--- src/rtl/sequenciador_imagens.sv ---
// sequenciador_imagens: streams one 1024-byte frame per start from the selected image ROM bank to the display driver.
module sequenciador_imagens #(
  parameter int N_IDLE       = 1,
  parameter int N_DORMINDO   = 1,
  parameter int N_COMENDO    = 1,
  parameter int N_DANDO_AULA = 1,
  parameter int N_MORTO      = 1,
  parameter int ADDR_W       = 13
) (
  input  logic              clk,
  input  logic              rst_n,
  input  logic              habilita,
  input  logic [3:0]        estado,
  input  logic              tick_quadro,
  output logic [2:0]        mem_sel,
  output logic [ADDR_W-1:0] mem_addr,
  input  logic [7:0]        mem_dado,
  output logic [7:0]        px_dado,
  output logic              px_valido,
  input  logic              px_pronto,
  output logic              px_ultimo,
  output logic              ocupado
);
  localparam logic [1:0] OCIOSO = 2'd0, LE = 2'd1, ESPERA = 2'd2, ENVIA = 2'd3;
  logic [1:0] fsm;
  logic [2:0] estado_reg, quadro, estado_novo, quadro_prox;
  logic [9:0] byte_idx;
  logic [3:0] n_atual;
  logic       tick_pend, inicio;
  always_comb begin
    estado_novo = (estado > 4'd4) ? 3'd0 : estado[2:0];
    n_atual = (estado_reg == 3'd1) ? 4'(N_DORMINDO) :
              (estado_reg == 3'd2) ? 4'(N_COMENDO) :
              (estado_reg == 3'd3) ? 4'(N_DANDO_AULA) :
              (estado_reg == 3'd4) ? 4'(N_MORTO) : 4'(N_IDLE);
    quadro_prox = ({1'b0, quadro} + 4'd1 >= n_atual) ? 3'd0 : quadro + 3'd1;
    inicio = (fsm == OCIOSO) && habilita;
  end
  assign mem_sel   = estado_reg;
  assign mem_addr  = ADDR_W'({quadro, byte_idx});
  assign px_ultimo = px_valido & (&byte_idx);
  assign ocupado   = fsm != OCIOSO;
  always_ff @(posedge clk or negedge rst_n) begin
    if (!rst_n) begin
      fsm        <= OCIOSO;
      estado_reg <= 3'd0;
      quadro     <= 3'd0;
      byte_idx   <= 10'd0;
      tick_pend  <= 1'b0;
      px_dado    <= 8'd0;
      px_valido  <= 1'b0;
    end else begin
      // a tick coinciding with the frame-start clear is kept for the next frame
      tick_pend <= tick_quadro | (tick_pend & ~inicio);
      case (fsm)
        OCIOSO: if (habilita) begin
          fsm        <= LE;
          estado_reg <= estado_novo;
          quadro     <= (estado_novo != estado_reg) ? 3'd0 : tick_pend ? quadro_prox : quadro;
          byte_idx   <= 10'd0;
        end
        LE: fsm <= ESPERA;
        ESPERA: begin
          px_dado   <= mem_dado;
          px_valido <= 1'b1;
          fsm       <= ENVIA;
        end
        default: if (px_pronto) begin
          px_valido <= 1'b0;
          fsm       <= (&byte_idx) ? OCIOSO : LE;
          byte_idx  <= (&byte_idx) ? byte_idx : byte_idx + 10'd1;
        end
      endcase
    end
  end
endmodule

--- config.mk ---
export PLATFORM = sky130hd
export DESIGN_NAME = sequenciador_imagens
export DESIGN_NICKNAME = d
export VERILOG_FILES = /design/src/rtl/sequenciador_imagens.sv
export SDC_FILE = /design/constraint.sdc
export NUM_CORES = 1
export LEC_CHECK = 0
export CORE_ASPECT_RATIO = 1.4
export CORE_MARGIN = 4
export CORE_UTILIZATION = 48
export DETAILED_ROUTE_END_ITERATION = 10
export HOLD_SLACK_MARGIN = 0.15
export PLACE_DENSITY = 0.85
export SLEW_MARGIN = 20
export SYNTH_ARGS = -nofsm -noshare
export SYNTH_HDL_FRONTEND = slang
export SYNTH_SLANG_ARGS = --single-unit
--- constraint.sdc ---
create_clock -name clk -period 2.2 [get_ports clk]
set_input_delay 0.22 -clock clk [delete_from_list [all_inputs] [get_ports clk]]
set_output_delay 0.22 -clock clk [all_outputs]
set_load 0.01 [all_outputs]
==> results of run 1 <==
## area by class of cell
| class | count | area, um2 | area share [%] |
|---|---|---|---|
| Multi-Input combinational cell | 108 | 857 | 39.0 |
| Timing Repair Buffer | 52 | 500 | 22.8 |
| Sequential cell | 28 | 704 | 32.1 |
| Tap cell | 39 | 48.8 | 2.22 |
| Inverter | 8 | 30.0 | 1.37 |
| Clock buffer | 4 | 55.1 | 2.51 |
## cells in the mapped netlist (2+ instances only)
cell and n:
dfrtp_1 28, mux2_2 11, nand2_1 10, inv_1 8
nor2_1 8, ha_1 7, nand3_1 5, nor3_1 5
o31ai_1 5, a21oi_1 4, a22o_1 4, mux2i_1 3
nand2b_1 3, nor3b_1 3, o21ai_0 3, or4_1 3
a211oi_1 2, and2_1 2, buf_6 2, clkbuf_1 2
nand4_1 2, nor4_1 2, o2111ai_1 2
## timing repair
action	4_1_cts	5_1_grt
setup buffers	1	3
setup endpoints to repair	1	4
resized for setup	3	5
hold buffers	0	0
## registers in the layout, indices dropped and copies added, names as in the netlist
signal and flops:
byte_idx 10, fsm 2, mem_sel 3, px_dado 8, px_valido 1, quadro 3, tick_pend 1
## metal layers
layer	wire (um)	up-vias
met5	0	-
met2	2260	65
met4	74	0
met1	1640	713
li1	-	664
met3	254	7
## path summary, 6_finish.rpt
path	cells past startpoint	to	from	slack, ps
worst min-delay path	2	quadro[1]	rst_n	300
worst max register to register	6	byte_idx[6]	fsm[1]	180
min in group clk	1	px_dado[0]	px_dado[0]	520
max in group asynchronous	2	byte_idx[6]	rst_n	1620
worst max-delay path	4	ocupado	fsm[1]	150
worst min register to register	1	px_dado[0]	px_dado[0]	520
## power groups by stage
stage          registers, W  logic, W  clock network (W)
2_1_floorplan      0.000923  0.000626                  0
3_3_place_gp       0.000863   0.00115                  0
3_5_place_dp       0.000883   0.00119                  0
4_1_cts            0.000873   0.00124           0.000331
5_1_grt            0.000901   0.00141           0.000358
6_report           0.000872   0.00130           0.000328
## stage by stage
stage	instances	total power [W]	utilization, %	hold slack, ps	cell area (um2)
6_report	239	0.00250	69.6	300	2200
5_1_grt	239	0.00267	69.6	339	2200
4_1_cts	236	0.00244	68.6	322	2160
3_5_place_dp	231	0.00208	66.2	500	2090
3_3_place_gp	231	0.00201	66.2	491	2090
2_1_floorplan	149	0.00155	-	-75.6	1610
## kinds of logic after synthesis
kind of cell,count (synthesis),share of synthesized area [%]
adders and majority gates,7,5.45
DFF,28,43.6
xor gates and xnor gates,2,1.09
AOI/OAI and AO/OA,31,15.3
and+or+nand+nor,54,20.9
muxes,14,9.58
buffers and inverters,13,4.05
==> impl_metrics.py, run 1 <==
metrics = {
    "setup_path": {
        "worstSetupPathType": "reg -> out",
        "critical-path-slowest-cell": "clkdlybuf4s50_1",
        "path_max_fanout": 10,
        "critPathMaxStageDelay_ps": 590,
        "startpoint_type": "flip-flop",
        "worstPathCellList": "inv_1 -> ha_2 -> inv_1 -> clkdlybuf4s50_1",
        "crit_buf_inv": 3,
        "cpMostUsedCell": "inv_1",
        "worst_ep_arrival_time_ps": 1830,
        "critPathRequiredTime_ps": 1980,
        "end_kind": "output pin",
        "cp_top_family": "buffers and inverters",
    },
    "route": {
        "antenna_left": 0,
        "routed_wl_um": 4230,
        "drt_first_pass_iters": 4,
        "drc": 0,
        "first_iter_violations": 50,
        "dr_total_vias": 1449,
        "wl_per_cell_um": 17.7,
        "routed_via_density": 6.06,
    },
    "synthesis": {
        "syn_avg_cell_area_um2": 10.8,
        "syn_inst": 149,
        "ys_ff_latch": 28,
        "syn-num-nets": 173,
        "synth_edf_count": 0,
        "syn_area_um2": 1610,
        "yosysTopAreaCell": "dfrtp_1",
        "post_synth_num_cell_types": 48,
        "synthFlopType": "dfrtp_1",
        "seq_area_frac_synth_pct": 43.6,
        "synth_top_area_share_pct": 43.6,
        "ys_top_cells_by_area": "dfrtp_1 (44%), mux2_2 (7.7%), ha_1 (5.5%)",
        "yosysWarnings": 0,
        "postSynth.asyncResetShare_pct": 100,
    },
    "floorplan": {
        "rows": 24,
        "die-height_um": 76.5,
        "num_io_pins": 44,
        "die_w_um": 56.9,
        "die_area_um2": 4350,
        "start_util_pct": 51.0,
        "core_um2": 3150,
    },
    "layout": {
        "insertedDiodeCount": 0,
        "final_cell_mix": "clkdlybuf4s50_1 (42), dfrtp_1 (25), mux2_2 (11)",
        "drive_gt1_share_pct": 19.5,
        "syn_to_final_growth_pct": 36.7,
        "fill_cells": 242,
        "final_common_cell": "clkdlybuf4s50_1",
        "nets": 225,
    },
    "power": {
        "pwr_density_cell_nw_per_um2": 1140,
        "cellLeakagePower_nw": 0.916,
        "p_comb_share_pct": 51.9,
        "clkPwrFrac_pct": 13.1,
        "sw_frac_of_total_pct": 37.7,
        "max-vdd-ir-drop_mv": 0.825,
        "p_int_w": 0.00156,
        "pwr-share-seq_pct": 34.9,
        "p_sw_w": 0.000942,
    },
    "global_route": {
        "grt_overflow": 0,
        "grt_use_met2_pct": 36.2,
        "grt_max_degree": 29,
        "track_usage_pct": 20.4,
        "use_met1_pct": 23.5,
        "grt_pass1_vias": 1471,
        "grt_pass1_wl_um": 7060,
        "met3_usage_pct": 3.90,
        "antenna_found_initial": 0,
        "busiest_layer": "met2",
    },
    "timing": {
        "clock.fmax_ghz": 0.487,
        "maxSlewViolCount": 0,
        "relSlewSlack_pct": 65.7,
        "final.min_clock_period_ps": 2050,
        "rsz0062_at_grt": "false",
        "tightest_slew_ps": 510,
        "post-route-period-util_pct": 93.3,
        "fin_skew_ps": 4.20,
        "tns_ps": 0,
        "hold_viol": 0,
        "setup_ws_ps": 147,
        "setup_violations": 0,
    },
    "place": {
        "routabilityCongestion": 0.845,
        "port_buffers": 43,
        "hpwl_um": 3020,
        "place_ws_ps": 187,
    },
    "clocking": {
        "clk_latency_ps": 290,
        "cts_buffers": 3,
        "cts-htree-levels": 1,
        "clkSinkCount": 28,
        "clkTransAtPathRegs_ps": 90,
        "clk_path_buf_depth": 2,
        "cts_tree": "built",
        "root_buffer": "clkbuf_8",
    },
    "outcome": {
        "status": "finished clean",
    },
    "flow_run": {
        "max-cap-violations": 0,
    },
    "min_path": {
        "hold_path_class": "in -> async",
    },
}
Note: power is estimated with default switching activity, not from simulation.
==> inputs of run 2 (changes only) <==
SLEW_MARGIN = not set   (was 20)
==> results of run 2 <==
The final DEF is identical to that of run 1; final timing and power are the same.
==> inputs of run 3 (changes only) <==
RECOVER_POWER = 50   (was not set)
==> run 3 against run 2 <==
Compared with the run above:
- register-to-register slack about the same
- final area decreased by 0.17%
- utilization decreased by 0.12 points
- count of clock-buffer cells in the layout unchanged
- die area unchanged
- clock skew about the same
- fmax increased by 0.15%
- first-iteration DRC count unchanged
- global-route usage unchanged
- routed wire length increased by 0.14%
==> impl_metrics.py, run 3 (synthesized netlist as in run 1, its figures left out) <==
metrics = {
    "outcome": {
        "status": "finished clean",
    },
    "floorplan": {
        "die_w_um": 56.9,
        "num_io_pins": 44,
        "start_util_pct": 51.0,
        "die_area_um2": 4350,
        "rows": 24,
        "core_um2": 3150,
        "die-height_um": 76.5,
    },
    "layout": {
        "reg_top3": "byte_idx (10), px_dado (8)",
        "drive_gt1_share_pct": 19.0,
        "fill_cells": 244,
        "final_common_cell": "clkdlybuf4s50_1",
        "top_register": "byte_idx",
        "multi_input_area_um2": 857,
        "syn_to_final_growth_pct": 36.4,
        "nets": 225,
        "insertedDiodeCount": 0,
        "largest_register_ffs": 10,
        "final_cell_mix": "clkdlybuf4s50_1 (29), dfrtp_1 (25), dlygate4sd3_1 (13)",
        "final_cell_count_no_fill": 239,
        "seq_area_um2": 704,
    },
    "timing": {
        "tns_ps": 0,
        "setup_violations": 0,
        "maxSlewViolCount": 0,
        "clock.fmax_ghz": 0.488,
        "tightest_slew_ps": 1440,
        "fin_skew_ps": 4.23,
        "relSlewSlack_pct": 4.27,
        "hold_viol": 0,
        "post-route-period-util_pct": 93.2,
        "rsz0062_at_grt": "false",
        "final.min_clock_period_ps": 2050,
    },
    "route": {
        "routed_wl_um": 4230,
        "drc": 0,
        "dr_total_vias": 1436,
        "routed_via_density": 6.01,
        "wl_per_cell_um": 17.7,
        "antenna_left": 0,
        "drt_first_pass_iters": 4,
        "first_iter_violations": 50,
    },
    "clocking": {
        "root_buffer": "clkbuf_8",
        "clkTransAtPathRegs_ps": 90,
        "clk_latency_ps": 290,
        "cts_buffers": 3,
        "clk_path_buf_depth": 2,
        "cts_tree": "built",
        "hold_buffers": 0,
        "clkSinkCount": 28,
        "cts-htree-levels": 1,
    },
    "place": {
        "routabilityCongestion": 0.845,
        "dp.cells": 231,
        "port_buffers": 43,
        "hpwl_um": 3020,
    },
    "global_route": {
        "grt_max_degree": 29,
        "grt_pass1_vias": 1471,
        "track_usage_pct": 20.4,
        "grt_overflow": 0,
        "antenna_found_initial": 0,
        "grt_pass1_wl_um": 7060,
    },
    "setup_path": {
        "crit_buf_inv": 3,
        "cpMostUsedCell": "inv_1",
        "critPathMaxStageDelay_ps": 590,
        "worstPathCellList": "inv_1 -> ha_2 -> inv_1 -> clkdlybuf4s50_1",
        "critPathRequiredTime_ps": 1980,
        "critical-path-slowest-cell": "clkdlybuf4s50_1",
        "startpoint_type": "flip-flop",
        "end_kind": "output pin",
        "worst_ep_arrival_time_ps": 1830,
        "path_max_fanout": 10,
        "worstSetupPathType": "reg -> out",
        "cp_top_family": "buffers and inverters",
    },
    "min_path": {
        "hold_path_class": "reg -> reg",
    },
    "power": {
        "p_comb_share_pct": 51.5,
        "cellLeakagePower_nw": 0.929,
        "max-vdd-ir-drop_mv": 0.825,
        "pwr-share-seq_pct": 35.2,
        "pwr_density_cell_nw_per_um2": 1120,
        "p_int_w": 0.00152,
        "sw_frac_of_total_pct": 38.1,
        "clkPwrFrac_pct": 13.3,
        "p_sw_w": 0.000940,
    },
    "flow_run": {
        "max-cap-violations": 0,
    },
}
==> run 3: worst paths after layout <==
path                            start          end  slack [ps]  cells past startpoint
setup reg to reg               fsm[1]  byte_idx[6]         180                      6
min in group asynchronous       rst_n    quadro[1]         790                      2
hold reg to reg            px_dado[0]   px_dado[0]         510                      1
hold / removal             px_dado[0]   px_dado[0]         510                      1
max in group asynchronous       rst_n  byte_idx[6]         470                      2
setup / recovery               fsm[1]      ocupado         150                      4
==> run 3: per-stage QoR <==
stage                     instance area (um2)  total power, W  hold WS [ps]  setup slack (ps)  util [%]
final                                    2190         0.00246           514               150      69.5
after global routing                     2190         0.00264           541              55.2      69.5
after CTS                                2160         0.00244           322              4.29      68.6
after detailed placement                 2090         0.00208           500               187      66.2
after global placement                   2090         0.00201           491               228      66.2
after floorplan                          1610         0.00155         -75.6               393         -
==> run 3: power groups by stage <==
| stage | Sequential [W] | Clock (W) | Combinational, W |
|---|---|---|---|
| 4_1_cts | 0.000873 | 0.000331 | 0.00124 |
| 6_report | 0.000868 | 0.000328 | 0.00127 |
| 2_1_floorplan | 0.000923 | 0 | 0.000626 |
| 5_1_grt | 0.000897 | 0.000358 | 0.00138 |
| 3_5_place_dp | 0.000883 | 0 | 0.00119 |
| 3_3_place_gp | 0.000863 | 0 | 0.00115 |
==> run 3: metal layers <==
| metal | wire length [um] | share of wire, % | GRT usage (%) |
|---|---|---|---|
| met4 | 63 | 1.5 | 8.12 |
| met5 | 0 | 0 | 0 |
| met1 | 1680 | 40 | 23.5 |
| met2 | 2260 | 53 | 36.2 |
| met3 | 233 | 5.5 | 3.90 |
==> run 3: what timing repair did <==
item | 4_1_cts | 5_1_grt
endpoints found under the setup margin | 1 | 4
setup buffers | 1 | 3
resized for setup | 3 | 5
==> run 3: area by class of cell <==
cell class / count / area share (%)
multi-input cells: 108 / 39.1
inverters: 8 / 1.37
clock buffers: 4 / 2.51
flip-flops and latches: 28 / 32.1
repair buffers: 52 / 22.7
well taps: 39 / 2.23
